`src/rtl/hazard_ctrl_unit.sv`:
```
// hazard_ctrl_unit: pipeline hazard controller for a 5-stage MIPS core.
// Each cycle it decides whether PC, IF/ID, ID/EX and EX/MEM advance, hold,
// flush or take a bubble. It covers load-use stalls, taken-branch and jump
// flushes, and multi-cycle data-memory freezes. It also keeps saturating
// stall and flush performance counters.
// Ports:
//   clk_i, rst_i          clock (rising edge), asynchronous active-low reset
//   IFID_rs_i/rt_i        source registers of the instruction in ID
//   IFID_IsJump_i         instruction in ID is a jump
//   IDEX_rt_i             rt of the instruction in EX
//   IDEX_MemToReg_i       instruction in EX is a load
//   BranchTaken_i         branch in EX resolved taken
//   EXMEM_MemAcc_i        instruction in MEM accesses data memory
//   *_o control           combinational pipeline-register controls
//   stall_cnt_o           saturating count of cycles with PCWrite_o=0
//   flush_cnt_o           saturating count of cycles with IFID_Flush_o=1
module hazard_ctrl_unit #(
   parameter int unsigned MEM_WAIT_CYCLES = 2,
   parameter int unsigned CNT_W           = 16
) (
   input  logic             clk_i,
   input  logic             rst_i,
   input  logic [4:0]       IFID_rs_i,
   input  logic [4:0]       IFID_rt_i,
   input  logic             IFID_IsJump_i,
   input  logic [4:0]       IDEX_rt_i,
   input  logic             IDEX_MemToReg_i,
   input  logic             BranchTaken_i,
   input  logic             EXMEM_MemAcc_i,
   output logic             PCWrite_o,
   output logic             IFID_Write_o,
   output logic             IFID_Flush_o,
   output logic             IDEX_Bubble_o,
   output logic             IDEX_Hold_o,
   output logic             EXMEM_Hold_o,
   output logic             MEMWB_Bubble_o,
   output logic [CNT_W-1:0] stall_cnt_o,
   output logic [CNT_W-1:0] flush_cnt_o
);

   localparam int unsigned WCNT_W = (MEM_WAIT_CYCLES > 1) ? $clog2(MEM_WAIT_CYCLES) : 1;
   localparam bit          MEM_EN = (MEM_WAIT_CYCLES != 0);
   localparam bit          MEM_ONE = (MEM_WAIT_CYCLES == 1);

   typedef enum logic {
      ST_RUN  = 1'b0,
      ST_WAIT = 1'b1
   } state_e;

   state_e             state_q, state_d;
   logic [WCNT_W-1:0]  wcnt_q, wcnt_d;
   logic               served_q, served_d;
   logic [CNT_W-1:0]   stall_cnt_q, flush_cnt_q;

   logic newacc;
   logic freeze;
   logic lduse;

   // Hazard detection terms
   always_comb begin
      newacc = (state_q == ST_RUN) && EXMEM_MemAcc_i && !served_q && MEM_EN;
      freeze = newacc || (state_q == ST_WAIT);
      lduse  = IDEX_MemToReg_i && (IDEX_rt_i != 5'd0) &&
               ((IDEX_rt_i == IFID_rs_i) || (IDEX_rt_i == IFID_rt_i));
   end

   // State register
   always_ff @(posedge clk_i or negedge rst_i) begin
      if (!rst_i) begin
         state_q  <= ST_RUN;
         wcnt_q   <= '0;
         served_q <= 1'b0;
      end else begin
         state_q  <= state_d;
         wcnt_q   <= wcnt_d;
         served_q <= served_d;
      end
   end

   // Next-state and prioritised control outputs
   always_comb begin
      state_d        = state_q;
      wcnt_d         = wcnt_q;
      served_d       = served_q;
      PCWrite_o      = 1'b0;
      IFID_Write_o   = 1'b0;
      IFID_Flush_o   = 1'b0;
      IDEX_Bubble_o  = 1'b0;
      IDEX_Hold_o    = 1'b0;
      EXMEM_Hold_o   = 1'b0;
      MEMWB_Bubble_o = 1'b0;

      case (state_q)
         ST_RUN: begin
            if (newacc) begin
               if (MEM_ONE) begin
                  served_d = 1'b1;
               end else begin
                  state_d = ST_WAIT;
                  wcnt_d  = WCNT_W'(MEM_WAIT_CYCLES - 1);
               end
            end else begin
               // The served access has left MEM; the next one freezes in full
               served_d = 1'b0;
            end
         end
         ST_WAIT: begin
            if (wcnt_q == WCNT_W'(1)) begin
               state_d  = ST_RUN;
               wcnt_d   = '0;
               served_d = 1'b1;
            end else begin
               wcnt_d = wcnt_q - WCNT_W'(1);
            end
         end
         default: state_d = ST_RUN;
      endcase

      // Outputs follow rst_i directly so they drop without waiting for a clock
      if (!rst_i) begin
         IDEX_Bubble_o = 1'b1;
      end else if (freeze) begin
         IDEX_Hold_o    = 1'b1;
         EXMEM_Hold_o   = 1'b1;
         MEMWB_Bubble_o = 1'b1;
      end else if (BranchTaken_i) begin
         PCWrite_o     = 1'b1;
         IFID_Flush_o  = 1'b1;
         IDEX_Bubble_o = 1'b1;
      end else if (lduse) begin
         IDEX_Bubble_o = 1'b1;
      end else if (IFID_IsJump_i) begin
         PCWrite_o    = 1'b1;
         IFID_Flush_o = 1'b1;
      end else begin
         PCWrite_o    = 1'b1;
         IFID_Write_o = 1'b1;
      end
   end

   // Saturating performance counters
   always_ff @(posedge clk_i or negedge rst_i) begin
      if (!rst_i) begin
         stall_cnt_q <= '0;
         flush_cnt_q <= '0;
      end else begin
         if (!PCWrite_o && (stall_cnt_q != {CNT_W{1'b1}})) begin
            stall_cnt_q <= stall_cnt_q + CNT_W'(1);
         end
         if (IFID_Flush_o && (flush_cnt_q != {CNT_W{1'b1}})) begin
            flush_cnt_q <= flush_cnt_q + CNT_W'(1);
         end
      end
   end

   assign stall_cnt_o = stall_cnt_q;
   assign flush_cnt_o = flush_cnt_q;

endmodule

```
`config.mk`:
```
export PLATFORM = sky130hd
export DESIGN_NAME = hazard_ctrl_unit
export DESIGN_NICKNAME = d
export VERILOG_FILES = /design/src/rtl/hazard_ctrl_unit.sv
export SDC_FILE = /design/constraint.sdc
export NUM_CORES = 1
export LEC_CHECK = 0
export ABC_AREA = 1
export CAP_MARGIN = 10
export CORE_ASPECT_RATIO = 1.25
export CORE_MARGIN = 2
export CORE_UTILIZATION = 25
export DETAILED_ROUTE_END_ITERATION = 6
export GPL_ROUTABILITY_DRIVEN = 0
export GPL_TIMING_DRIVEN = 0
export PLACE_DENSITY = 0.57
export SKIP_LAST_GASP = 1
export SLEW_MARGIN = 20
export SYNTH_ARGS = -nofsm -noshare
export SYNTH_HDL_FRONTEND = slang
export SYNTH_SLANG_ARGS = --single-unit
```
`constraint.sdc`:
```
create_clock -name clk_i -period 1.6 [get_ports clk_i]
set_clock_uncertainty 0.15 [all_clocks]
set_input_delay 0.24 -clock clk_i [delete_from_list [all_inputs] [get_ports clk_i]]
set_output_delay 0.24 -clock clk_i [all_outputs]
set_load 0.05 [all_outputs]
```
* Word level (Yosys, flattened, before mapping) *
Index checks and enable logic that the tools add are counted.

storage, ports and cells
  bits in registers = 35
  logic and storage cells = 57

operators by class
  add/subtract/negate cells = 3
  equal/unequal tests = 7
  muxes and demuxes = 29
  bitwise operators = 1
  reductions and logical operators = 12

operator list
  kind                                           number
  adder 16 x 1 -> 16 bit, second input constant  2
  != test 16 bit, second input constant          2
  2-to-1 mux 1 bit                               26
  == test 5 bit                                  2
  logical AND 1 bit                              6
  case mux 1 bit (2 select lines)                3
  nonzero test 5 bit                             1
  != test 2 bit, second input constant           2
  zero test 1 bit                                2
  logical OR 1 bit                               2
  != test 2 x 1 -> 1 bit, second input constant  1
  AND reduction 2 bit                            1
  inverter 1 bit                                 1
  subtractor 1 bit, second input constant        1

* Longest topological paths before layout *
Gate-level depths: netlist (run 1).

  depth after elaboration = 9
  gate-level depth with buffers = 12

* Worst setup path before layout (run 1) *
OpenSTA, ideal clock, no wires.

  path kind = register -> output
  from = register state_q
  to = output IFID_Flush_o
  data arrival time = 1.796 ns
  data required time = 1.210 ns
  slack = -0.586 ns
  stages on the path, launching flop included = 7
  cell sequence = dfrtp_1 a21oi_2 inv_2 nor2_4 nand2_4 buf_4 a21oi_1

on the way
  word-level cells in the longest chain between the ends = 6

RTL lines
  item                            RTL line  source
  start: declaration              50        state_e state_q, state_d;
  start signal: assignment        74        state_q <= state_d;
  inverter 1 bit                  -
  logical AND 1 bit (2 in a row)  61        newacc = (state_q == ST_RUN) && EXMEM_MemAcc_i && !served_q && MEM_EN;
  logical OR 1 bit *              62        freeze = newacc || (state_q == ST_WAIT);
  2-to-1 mux 1 bit *              122       end else if (freeze) begin
  2-to-1 mux 1 bit *              120       if (!rst_i) begin
  end: declaration                32        output logic IFID_Flush_o,

Every way passes the cells marked *; elsewhere a longest branch is shown, timed or not.

* Final worst setup path (run 1) *
Same ends and word-level chain as after synthesis.

==> out/metrics.yaml, run 1 <==
grt:
  grt_usage_pct: 14.3
  grt_max_degree: 24
  met2_usage_pct: 27.3
  grt_pass1_wl_um: 12000
  grt_use_met1_pct: 16.1
  antenna_found_initial: 0
  busiest_layer: "met2"
  grt-ovfl-total: 0
  use_met3_pct: 2.55
  first_global_vias: 2566
routing:
  viasPerCell: 4.53
  drc: 0
  drt_iter0_drc: 50
  firstDrtPassIters: 4
  detail-route-antenna-nets: 0
  routed_wl_um: 7080
  vias: 2521
  avgRoutedWirePerCell_um: 12.7
logic_synthesis:
  synth_warnings: 0
  synth_edf_count: 0
  synthTopCellsByArea: "dfrtp_1 (37%), nand2_1 (19%), xnor2_1 (5.9%)"
  synthTopCellsByCount: "nand2_1 (117), dfrtp_1 (35), nor2_1 (28)"
  yosysMostFrequentCell: "nand2_1"
  synthCells: 324
  yosysTopAreaCellShare_pct: 37.2
  synth_ff_type: "dfrtp_1"
  synth_seq_area_share_pct: 37.2
  syn_area_per_cell_um2: 7.28
  yosys.area.top_type: "dfrtp_1"
  syn_nets: 347
  async_reset_ff_share_pct: 100
  synth.distinct_cells: 29
  synthesis.area_mm2: 0.00236
  ys_seq_elements: 35
timing:
  min_period_over_period_pct: 121
  rsz0062_at_grt: "true"
  fin_ws_ns: -0.342
  holdWs_ns: 0.354
  drv_slew: 0
  slew_headroom_pct: 64.5
  fmax_mhz: 515
  tightest_slew_ns: 0.531
  finalHoldViolCount: 0
  finalSetupViolations: 35
  finalCriticalPeriod_ns: 1.94
floorplan:
  core_mm2: 0.00917
  die_width_um: 90.9
  dieHeight_um: 113
  ios: 60
  rows: 39
  start_util_pct: 25.7
  die-area_mm2: 0.0102
placement:
  dp_hpwl_um: 4640
  placedCellCount: 507
  io_buffers: 59
cts:
  tritoncts: "built"
  cts_buffers: 5
  cts_sinks: 35
  clk_pin_slew_ns: 0.06
  insertion_delay_ns: 0.28
  h-tree-depth: 2
  clockRootBuffer: "clkbuf_16"
  clockBufferDepth: 2
finish:
  nFillCells: 945
  fin_nets: 455
  drive_gt1_share_pct: 42.3
  synthToLayoutAreaGrowth_pct: 64.0
  antenna_cells: 0
  stdcell_count: 556
outcome:
  status: "complete, but fails checks"
  violations: "negative setup slack"
pwr:
  power_leakage_nw: 1.82
  max-vdd-ir-drop_uv: 1220
  powerDensity_mw_per_mm2: 1280
worst_setup_path:
  critPathMaxFanout: 3
  cp_slowest_cell: "dfrtp_1"
  path_buf_inv: 4
  end_kind: "output pin"
  crit_chain: "a21oi_4 > inv_2 > nor2_4 > buf_6 > nand2_8 > buf_8 > a21oi_4 > buf_8"
  critical_path_class: "flop to output pin"
  crit_path_max_incr_delay_ns: 0.40
  critical_path_arrival_ns: 1.55
  cp-start-kind: "flop"
  cpLargestDelayFamily: "buffers and inverters"
  cp_data_required_time_ns: 1.21
run:
  maxCapViolations: 0
hold_path:
  hold_class: "input pin to asynchronous set/reset pin"
[what timing repair did]
action	in CTS	in global routing
pin swaps	32	10
gates resized for setup	199	44
gates cloned	3	0
setup endpoints to repair	71	59
endpoints found under the hold margin	35	0
setup buffers	28	8
hold buffers	3	0
[cells in the final DEF (no fill, tap or decap), types with 12 or more instances in the layout]
cell	instances
nand4_1	22
inv_1	24
dfrtp_2	28
nand3_1	18
buf_4	30
clkbuf_2	18
xnor2_1	16
buf_6	20
nand2_2	12
nor2_1	20
nand2_1	105
clkdlybuf4s15_2	14
[power breakdown]
| part | internal [mW] | leakage (nW) | switching [mW] |
|---|---|---|---|
| sequential | 1.09 | 0.423 | 0.241 |
| clock | 0.576 | 0.0679 | 0.371 |
| combinational | 1.14 | 1.33 | 1.52 |
[worst paths after layout]
kind,cells past startpoint,startpoint,slack (ns),end
min reg2reg,2,wcnt_q,0.36,wcnt_q
min in group clk_i,2,wcnt_q,0.36,wcnt_q
max,8,state_q,-0.34,IFID_Flush_o
min,2,rst_i,0.35,flush_cnt_o[1]
max reg2reg,7,stall_cnt_o[5],-0.05,stall_cnt_o[5]
max in group asynchronous,2,rst_i,0.56,flush_cnt_o[11]
[through the flow]
step           TNS [ns]  utilization (%)  power (mW)  setup WS, ns  cell area, um2
5_1_grt           -6.46             42.1        5.25        -0.417            3860
2_1_floorplan     -4.05                -        2.78        -0.179            2500
4_1_cts           -3.47             41.5        4.81        -0.358            3810
3_5_place_dp     -24.00             35.5        3.44         -1.37            3260
3_3_place_gp    -111.89             35.4        3.39         -2.77            3240
6_report          -2.68             42.1        4.95        -0.342            3860
[state kept, by name, indices dropped and copies added (netlist names)]
signal and flops:
flush_cnt_o 16, stall_cnt_o 16, served_q 1, state_q 1
wcnt_q 1
[layout make-up]
cell class	instances	area, um2	share of cell area [%]
Timing Repair Buffer	101	908	23.5
Buffer	10	109	2.82
Clock inverter	1	5.00	0.129
Inverter	33	126	3.27
Tap cell	123	154	3.98
Multi-Input combinational cell	246	1520	39.3
Sequential cell	35	911	23.6
Clock buffer	7	133	3.43
[per-layer routing]
metal | share of wire, % | wire, um
met1 | 40 | 2840
met2 | 54 | 3820
met3 | 3.8 | 271
met4 | 2.1 | 148
met5 | 0 | 0
[logic make-up after synthesis]
group / count (synthesis) / share of synthesized area, %
fa+ha+maj: 2 / 1.06
xor+xnor: 26 / 9.66
compound gates: 8 / 1.91
simple gates: 210 / 41.8
buf+inv: 43 / 8.44
flops: 35 / 37.2
No activity file was read; power rests on OpenSTA's default activity.
==> run 2, diff against run 1 <==
Settings changed: CORE_ASPECT_RATIO 1.25 to 2.
==> run 2 against run 1 <==
First-iteration DRC count is the same. Sequential cell count is the same. Combinational power grew 11%. Maximum frequency down 0.92%. Critical endpoint unchanged. Clock power is essentially flat. Non-clock buffer count is 4 higher. Global-route usage grew 0.96 points. Worst setup slack got worse by 0.018 ns. The flow still finishes with violations (negative setup slack).
==> out/metrics.yaml, run 2 (same netlist as run 1, synthesis figures left out) <==
cts:
  insertion_delay_ns: 0.28  # about the same
  h-tree-depth: 2  # unchanged
  clockRootBuffer: "clkbuf_16"
  clk_pin_slew_ns: 0.05  # about the same
  tritoncts: "built"
  cts_buffers: 5  # unchanged
  cts_sinks: 35  # unchanged
  clockBufferDepth: 2  # unchanged
timing:
  finalHoldViolCount: 0  # unchanged
  finalSetupViolations: 38  # +8.6%
  rsz0062_at_grt: "true"
  slew_headroom_pct: 61.3  # -3.2 points
  finalCriticalPeriod_ns: 1.96  # +0.0180 ns
  drv_slew: 0  # unchanged
  min_period_over_period_pct: 123  # +1.1 points
  holdWs_ns: 0.363  # +0.00905 ns
  fmax_mhz: 510  # -0.92%
  fin_ws_ns: -0.360  # -0.0180 ns
  tightest_slew_ns: 0.579  # +0.0479 ns
  fin_tns_setup_ns: -5.98  # -3.30 ns
run:
  maxCapViolations: 0  # unchanged
grt:
  grt-ovfl-total: 0  # unchanged
  met2_usage_pct: 30.1  # +2.8 points
  antenna_found_initial: 0  # unchanged
  busiest_layer: "met2"
  grt_use_met1_pct: 15.0  # -1.0 points
  first_global_vias: 2637  # +2.8%
  grt_max_degree: 26  # +8.3%
  grt_pass1_wl_um: 12300  # +2.6%
  use_met3_pct: 1.85  # -0.70 points
  grt_usage_pct: 15.3  # +0.96 points
routing:
  firstDrtPassIters: 6  # +2
  avgRoutedWirePerCell_um: 14.0  # +10%
  detail-route-antenna-nets: 0  # unchanged
  drc: 0  # unchanged
  vias: 2555  # +1.3%
  drt_iter0_drc: 50  # unchanged
  viasPerCell: 4.72  # +4.2%
  routed_wl_um: 7570  # +7.0%
finish:
  stdcell_count: 541  # -2.7%
  most-common-layout-cells: "nand2_1 (82), nand2_2 (32), buf_4 (32), dfrtp_2 (28), buf_6 (27)"
  final_util_pct: 43.5  # +1.4 points
  drive_gt1_share_pct: 51.5  # +9.2 points
  final_common_cell: "nand2_1"
  synthToLayoutAreaGrowth_pct: 70.8
  fin_nets: 459  # +0.88%
  antenna_cells: 0  # unchanged
  finalInstanceArea_mm2: 0.00403  # +4.2%
worst_setup_path:
  critical_path_class: "flop to output pin"
  startpoint: "state_q"
  crit_chain: "a21oi_4 > inv_2 > nor2_4 > buf_6 > nand2_8 > buf_8 > a21oi_4 > buf_6"
  ff2ff_setup_slack_ns: -0.18  # -0.13 ns
  cp-endpoint: "IFID_Flush_o"
  critical_path_arrival_ns: 1.57  # +0.02 ns
  rr_worst_depth: 10  # +3
  critPathMaxFanout: 3  # unchanged
  cpLargestDelayFamily: "buffers and inverters"
  cp_num_cells: 8  # unchanged
  cp-start-kind: "flop"
  cp_slowest_cell: "dfrtp_1"
  r2r-start: "flush_cnt_o[0]"
  path_buf_inv: 4  # unchanged
  crit_path_max_incr_delay_ns: 0.40  # about the same
  end_kind: "output pin"
  cp_data_required_time_ns: 1.21  # about the same
  reg2reg_to: "flush_cnt_o[10]"
placement:
  preCtsSetupSlack_ns: -1.35  # +0.0182 ns
  placedCellCount: 488  # -3.7%
  dp_hpwl_um: 5120  # +10%
  post_dp_cell_area_mm2: 0.00324  # -0.73%
  io_buffers: 59  # unchanged
outcome:
  status: "complete, but fails checks"
  violations: "negative setup slack"
floorplan:
  core_mm2: 0.00926  # +0.93%
  ios: 60  # unchanged
  start_util_pct: 25.5  # -0.24 points
  die_width_um: 72.7  # -20%
  dieHeight_um: 141  # +26%
  rows: 50  # +28%
  die-area_mm2: 0.0103  # +0.41%
hold_path:
  holdPathStages: 2
  hold_class: "flop to flop"
pwr:
  max-vdd-ir-drop_uv: 487  # -60%
  power_mw: 5.26  # +6.2%
  powerDensity_mw_per_mm2: 1310  # +1.9%
  power_leakage_nw: 1.89  # +4.1%
==> run 2: changes by cell type in the layout (fill, tap and decap cells not counted), sizes merged <==
cell	before	now
buf	61	75
dlygate4sd2	9	3
clkbuf	25	21
clkdlybuf4s15	18	21
clkdlybuf4s50	3	2
clkinv	1	0
dlygate4sd3	2	1
==> run 2: worst reg2reg max path: stages (launching register included) <==
cell and delay [ns]:
dfrtp_2 0.36, buf_6 0.11, ha_4 0.14, inv_4 0.04
nor2_4 0.18, buf_6 0.14, nand4_4 0.15, nand4_4 0.19
buf_6 0.15, nand2_1 0.05, nand2_1 0.05
==> run 2: repair_timing <==
action,CTS,global route
pin swaps,47,20
setup endpoints to repair,71,53
resized for setup,257,55
setup buffers,34,7
cloned,3,0
hold endpoints to repair,35,0
hold buffers,1,0
==> run 2: worst min path at each step <==
stage                    from              to  slack, ns
6_report               wcnt_q        served_q       0.36
5_1_grt        stall_cnt_o[6]  stall_cnt_o[6]       0.41
4_1_cts                wcnt_q        served_q       0.38
3_5_place_dp            rst_i  stall_cnt_o[6]       0.02
3_3_place_gp           wcnt_q          wcnt_q       0.34
2_1_floorplan           rst_i  flush_cnt_o[0]      -0.21
==> run 2: cell type report <==
| class | instances | area (um2) |
|---|---|---|
| Tap cell | 104 | 130 |
| Clock buffer | 8 | 136 |
| Timing Repair Buffer | 105 | 962 |
| Inverter | 33 | 126 |
| Sequential cell | 35 | 911 |
| Multi-Input combinational cell | 246 | 1650 |
| Fill cell | 926 | 5230 |
| Buffer | 10 | 113 |
==> run 2: layer usage <==
metal | vias to the layer above | routed length [um]
met3 | 13 | 301
met1 | 1222 | 2620
li1 | 1260 | -
met2 | 60 | 4460
met5 | - | 0
met4 | 0 | 191
==> run 2: where the power goes <==
part           switching (mW)  internal [mW]
combinational            1.64           1.32
clock                   0.369          0.579
sequential              0.257           1.09
==> variant 1, RTL diff (settings of run 2) <==
Set the parameter `CNT_W` to 12 (it was 16).
--- a/src/rtl/hazard_ctrl_unit.sv
+++ b/src/rtl/hazard_ctrl_unit.sv
@@ -16,7 +16,7 @@
 //   flush_cnt_o           saturating count of cycles with IFID_Flush_o=1
 module hazard_ctrl_unit #(
    parameter int unsigned MEM_WAIT_CYCLES = 2,
-   parameter int unsigned CNT_W           = 16
+   parameter int unsigned CNT_W           = 12
 ) (
    input  logic             clk_i,
    input  logic             rst_i,
Interface: changed (resized flush_cnt_o and stall_cnt_o); port bits go from 60 to 52. The function was not compared with the original's and may differ.
==> variant 1 against run 2 <==
  * The flow still finishes with violations (negative setup slack)
  * Largest cell class unchanged
  * Design area fell by 22%
  * First-iteration DRC count rose to 2.7 times the old value
  * Clock power fell by 39%
  * Synthesized cell count fell by 23%
  * Global-route usage fell by 0.36 points
  * Power fell by 16%
  * Setup slack improved by 0.039 ns
  * Count of clock-buffer cells in the layout fell by 4
  * Wire length fell by 25%
  * Highest routed layer unchanged
  * Non-clock buffer count fell by 8
  * Synthesized area fell by 24%
  * Sequential cell count fell by 8
  * Worst hold slack got worse by 0.0081 ns
==> variant 1: results (changes against run 2) <==
DP HPWL 3660 microns (-28%); failing checks negative setup slack; DP Cell Count 390 (-20%); Cells after Synth 249 (-23%); status finished, violations left; DR pass1 iterations 4 (-2); Crit path arrival time 1.53 ns (-0.04 ns); GRT Overall Usage 14.9% (-0.36 points); IR drop worst, VDD 0.866 mV (+78%); Via Count 2013 (-21%); Crit Path Max Fanout 5 (+2); Clk Latency, worst-skew pair 0.26 ns (-0.02 ns); Final nets 376 (-18%); first-pass GRT wire length 9280 microns (-25%); count of final setup violators 31 (-18%); final worst setup slack -0.321 ns (+0.0394 ns); cell internal pwr 0.00240 W (-20%); H-tree depth 1 (-1); final WL 5700 microns (-25%); Post-synth top cells nand2_1, dfrtp_1, inv_1, nor2_1, nand3_1; Iter 0 DRT Violations 133 (+170%); Syn Nets 272 (-22%); clock-pin slew on the worst setup and hold paths 0.07 ns (+0.02 ns); fraction of the yosys area taken by sequential cells 37.7% (+0.58 points); Fill cells 692 (-25%); port buffer count 51 (-14%); Worst-Margin Slew 0.505 ns (-0.0740 ns); ranking of synthesized cells by area dfrtp_1, nand2_1, xnor2_1; Pleak 1.54 nW (-18%); Inserted Clock Buffers 3 (-2); average wire per standard cell 12.9 microns (-7.9%); share of cells above drive strength 1 45.2% (-6.3 points); Unique masters post-synth 27 (-6.9%)
-- variant 1: cell count changes after synthesis, sizes merged --
cell	delta
and2	-1
buf	-2
clkinv	+1
dfrtp	-8
inv	-8
nand2	-31
nand3	-3
nand4	-6
nor2	-6
nor3	-4
nor4	-2
xor2	-5
-- variant 1: area by class of cell --
class,instances,area share (%)
buffer,8,3.00
clock buffer,4,2.52
inverter,26,3.20
multi-input combinational,188,37.0
sequential,27,22.1
tap,90,3.60
timing repair buffer,99,28.5
-- variant 1: worst min-delay path: stages (launching register included) --
cell and delay [ns]:
dfrtp_1 0.35, nor2_1 0.05, nor2_1 0.07
-- variant 1: final timing paths --
check                         from               to  slack [ns]  cells past startpoint
max                        state_q     IFID_Flush_o       -0.32                      7
max reg2reg                state_q  flush_cnt_o[10]       -0.26                     13
min reg2reg                 wcnt_q           wcnt_q        0.36                      2
min                         wcnt_q           wcnt_q        0.36                      2
min in group asynchronous    rst_i   flush_cnt_o[6]        0.38                      3
max in group asynchronous    rst_i   flush_cnt_o[4]        0.75                      3
-- variant 1: kinds of logic after synthesis --
group	Yosys count	synth area share, %
buffers and inverters	34	8.38
XOR/XNOR	21	10.3
AO/OA/AOI/OAI	8	2.31
flip-flops	27	37.7
adder cells (fa/ha/maj)	2	1.40
AND/OR/NAND/NOR	157	39.9
-- variant 1: layer usage --
layer	vias to the layer above	global-route usage (%)	routed length, microns	share of wire, %
li1	1000	-	-	-
met1	969	15.4	2060	36
met2	38	30.3	3420	60
met3	6	1.81	138	2.4
met4	0	4.35	85	1.5
met5	-	0	0	0
-- variant 1: timing repair --
action,CTS,global route
hold buffers,2,0
gates resized for setup,201,38
cloned,2,1
buffers inserted,39,10
endpoints found under the setup margin,55,42
pin swaps,28,30
endpoints found under the hold margin,27,0
-- variant 1: power by group through the flow --
stage          Sequential (W)  Clock (W)  Combinational [W]
6_report              0.00115   0.000574            0.00268
5_1_grt               0.00118   0.000627            0.00285
4_1_cts               0.00113   0.000598            0.00252
3_5_place_dp          0.00118          0            0.00196
3_3_place_gp          0.00117          0            0.00194
2_1_floorplan         0.00160          0           0.000911
-- variant 1: stage by stage --
step | hold slack, ns | setup TNS (ns) | area, sq um | util (%) | setup slack, ns
after CTS | 0.356 | -4.08 | 3030 | 43.6 | -0.360
after floorplan | -0.206 | -5.66 | 1900 | - | -0.277
final | 0.355 | -4.10 | 3120 | 45.0 | -0.321
after global placement | 0.345 | -65.34 | 2520 | 36.3 | -2.36
after detailed placement | 0.182 | -21.82 | 2510 | 36.2 | -1.36
after global routing | 0.396 | -6.75 | 3120 | 45.0 | -0.384
==> variant 2, RTL diff (config.mk and constraints of run 2) <==
Made on the original files. Make the reset (`rst_i`) synchronous in 2 clocked blocks. Comments in the files are not updated.
--- a/src/rtl/hazard_ctrl_unit.sv
+++ b/src/rtl/hazard_ctrl_unit.sv
@@ -65,7 +65,7 @@
    end
 
    // State register
-   always_ff @(posedge clk_i or negedge rst_i) begin
+   always_ff @(posedge clk_i) begin
       if (!rst_i) begin
          state_q  <= ST_RUN;
          wcnt_q   <= '0;
@@ -139,7 +139,7 @@
    end
 
    // Saturating performance counters
-   always_ff @(posedge clk_i or negedge rst_i) begin
+   always_ff @(posedge clk_i) begin
       if (!rst_i) begin
          stall_cnt_q <= '0;
          flush_cnt_q <= '0;
Check against the original RTL: differs if rst_i is asserted again (counterexample within 4 cycles, from zero or initial values and one cycle with rst_i low); with rst_i held inactive, the same outputs for 10 cycles.
==> variant 2 against run 2 <==
  * The flow still finishes with violations (negative setup slack)
  * Core utilization decreased by 1.2 points
  * Critical path depth decreased by 3
  * Synthesized area is 2.0% higher
  * Design area shrank 1.5%
  * Wire length decreased by 0.69%
  * Register-to-register slack worse by 0.04 ns
  * Sequential share of layout area down 3.0 points
  * Count of clock-buffer cells in the layout is 2 lower
  * Synthesized cell count grew 19%
  * Sequential cell count stayed put
  * Setup slack improved by 0.059 ns
  * Critical path type is now in -> out
  * Critical endpoint is now IFID_Write_o
Power is not compared: it rests on default switching activity, and its combinational part moved more than twofold at a synthesized area within 25%.
==> variant 2: results (changes against run 2) <==
HP Start rst_i; hold depth 3 (+1); fraction of the yosys area taken by sequential cells 29.2% (-8.0 points); failing checks negative setup slack; ranking of synthesized cells by area dfxtp_1, nand2_1, nor2_1; Inverters 58 (+76%); Post-CTS Resized 212 (-18%); status finished, violations left; Slew headroom 55.8% (-5.5 points); Storage cell area 778 sq um (-15%); first-pass GRT wire length 12100 microns (-1.9%); GRT Overall Usage 14.5% (-0.75 points); Post-Synth Adder-Cell Area 1.04% (-0.020 points); Hold Path End stall_cnt_o[1]; Worst R2R End stall_cnt_o[3]; final worst setup slack -0.301 ns (+0.0593 ns); Post-synth top cells nand2_1, nor2_1, inv_1; clock network area share 4.16% (+0.78 points); vias in the first global route 2718 (+3.1%); Multi-In Gates 278 (+13%); FFs w/ async S/R, synth 0% (-100 points); Post-CTS Setup Inserts 26 (-24%); Crit path arrival time 1.51 ns (-0.06 ns); # clk buffers 6 (-2); count of final setup violators 35 (-7.9%); Syn Nets 408 (+18%); CP Launch Point BranchTaken_i; Fill cells 982 (+6.0%); peak per-stage delay on the critical path 0.47 ns (+0.07 ns); Setup crit end IFID_Write_o
==> variant 2: cell count changes in the layout (fill, tap and decap cells not counted), moves of 13 or more <==
cell,change
buf_6,-16
clkdlybuf4s15_2,-14
dfrtp_2,-28
dfxtp_2,+14
dfxtp_4,+16
inv_1,+24
nand2_2,-13
nor2_1,+23
==> variant 2: routing by layer <==
metal	vias to the layer above	part of all wire [%]	track usage, %	wire, microns
li1	1414	-	-	-
met1	1294	35	13.5	2640
met2	61	58	28.3	4390
met3	19	3.3	2.96	247
met4	0	3.2	7.46	243
met5	-	0	0	0
==> variant 2: metrics by stage <==
step	cells	area [sq um]
CTS	581	3830
global route	588	3970
detailed placement	548	3310
global placement	548	3310
floorplan	385	2580
finish	588	3970
==> variant 2: power by group <==
part	leakage (nW)	switching [W]	internal (W)
registers	0.303	0.0000254	0.000876
logic	1.40	0.000334	0.000256
clock network	0.0814	0.000394	0.000737
==> variant 2: worst min-delay path: stages <==
cell and delay, ns:
clkbuf_2 0.15, o21ai_2 0.08, nor2_1 0.04
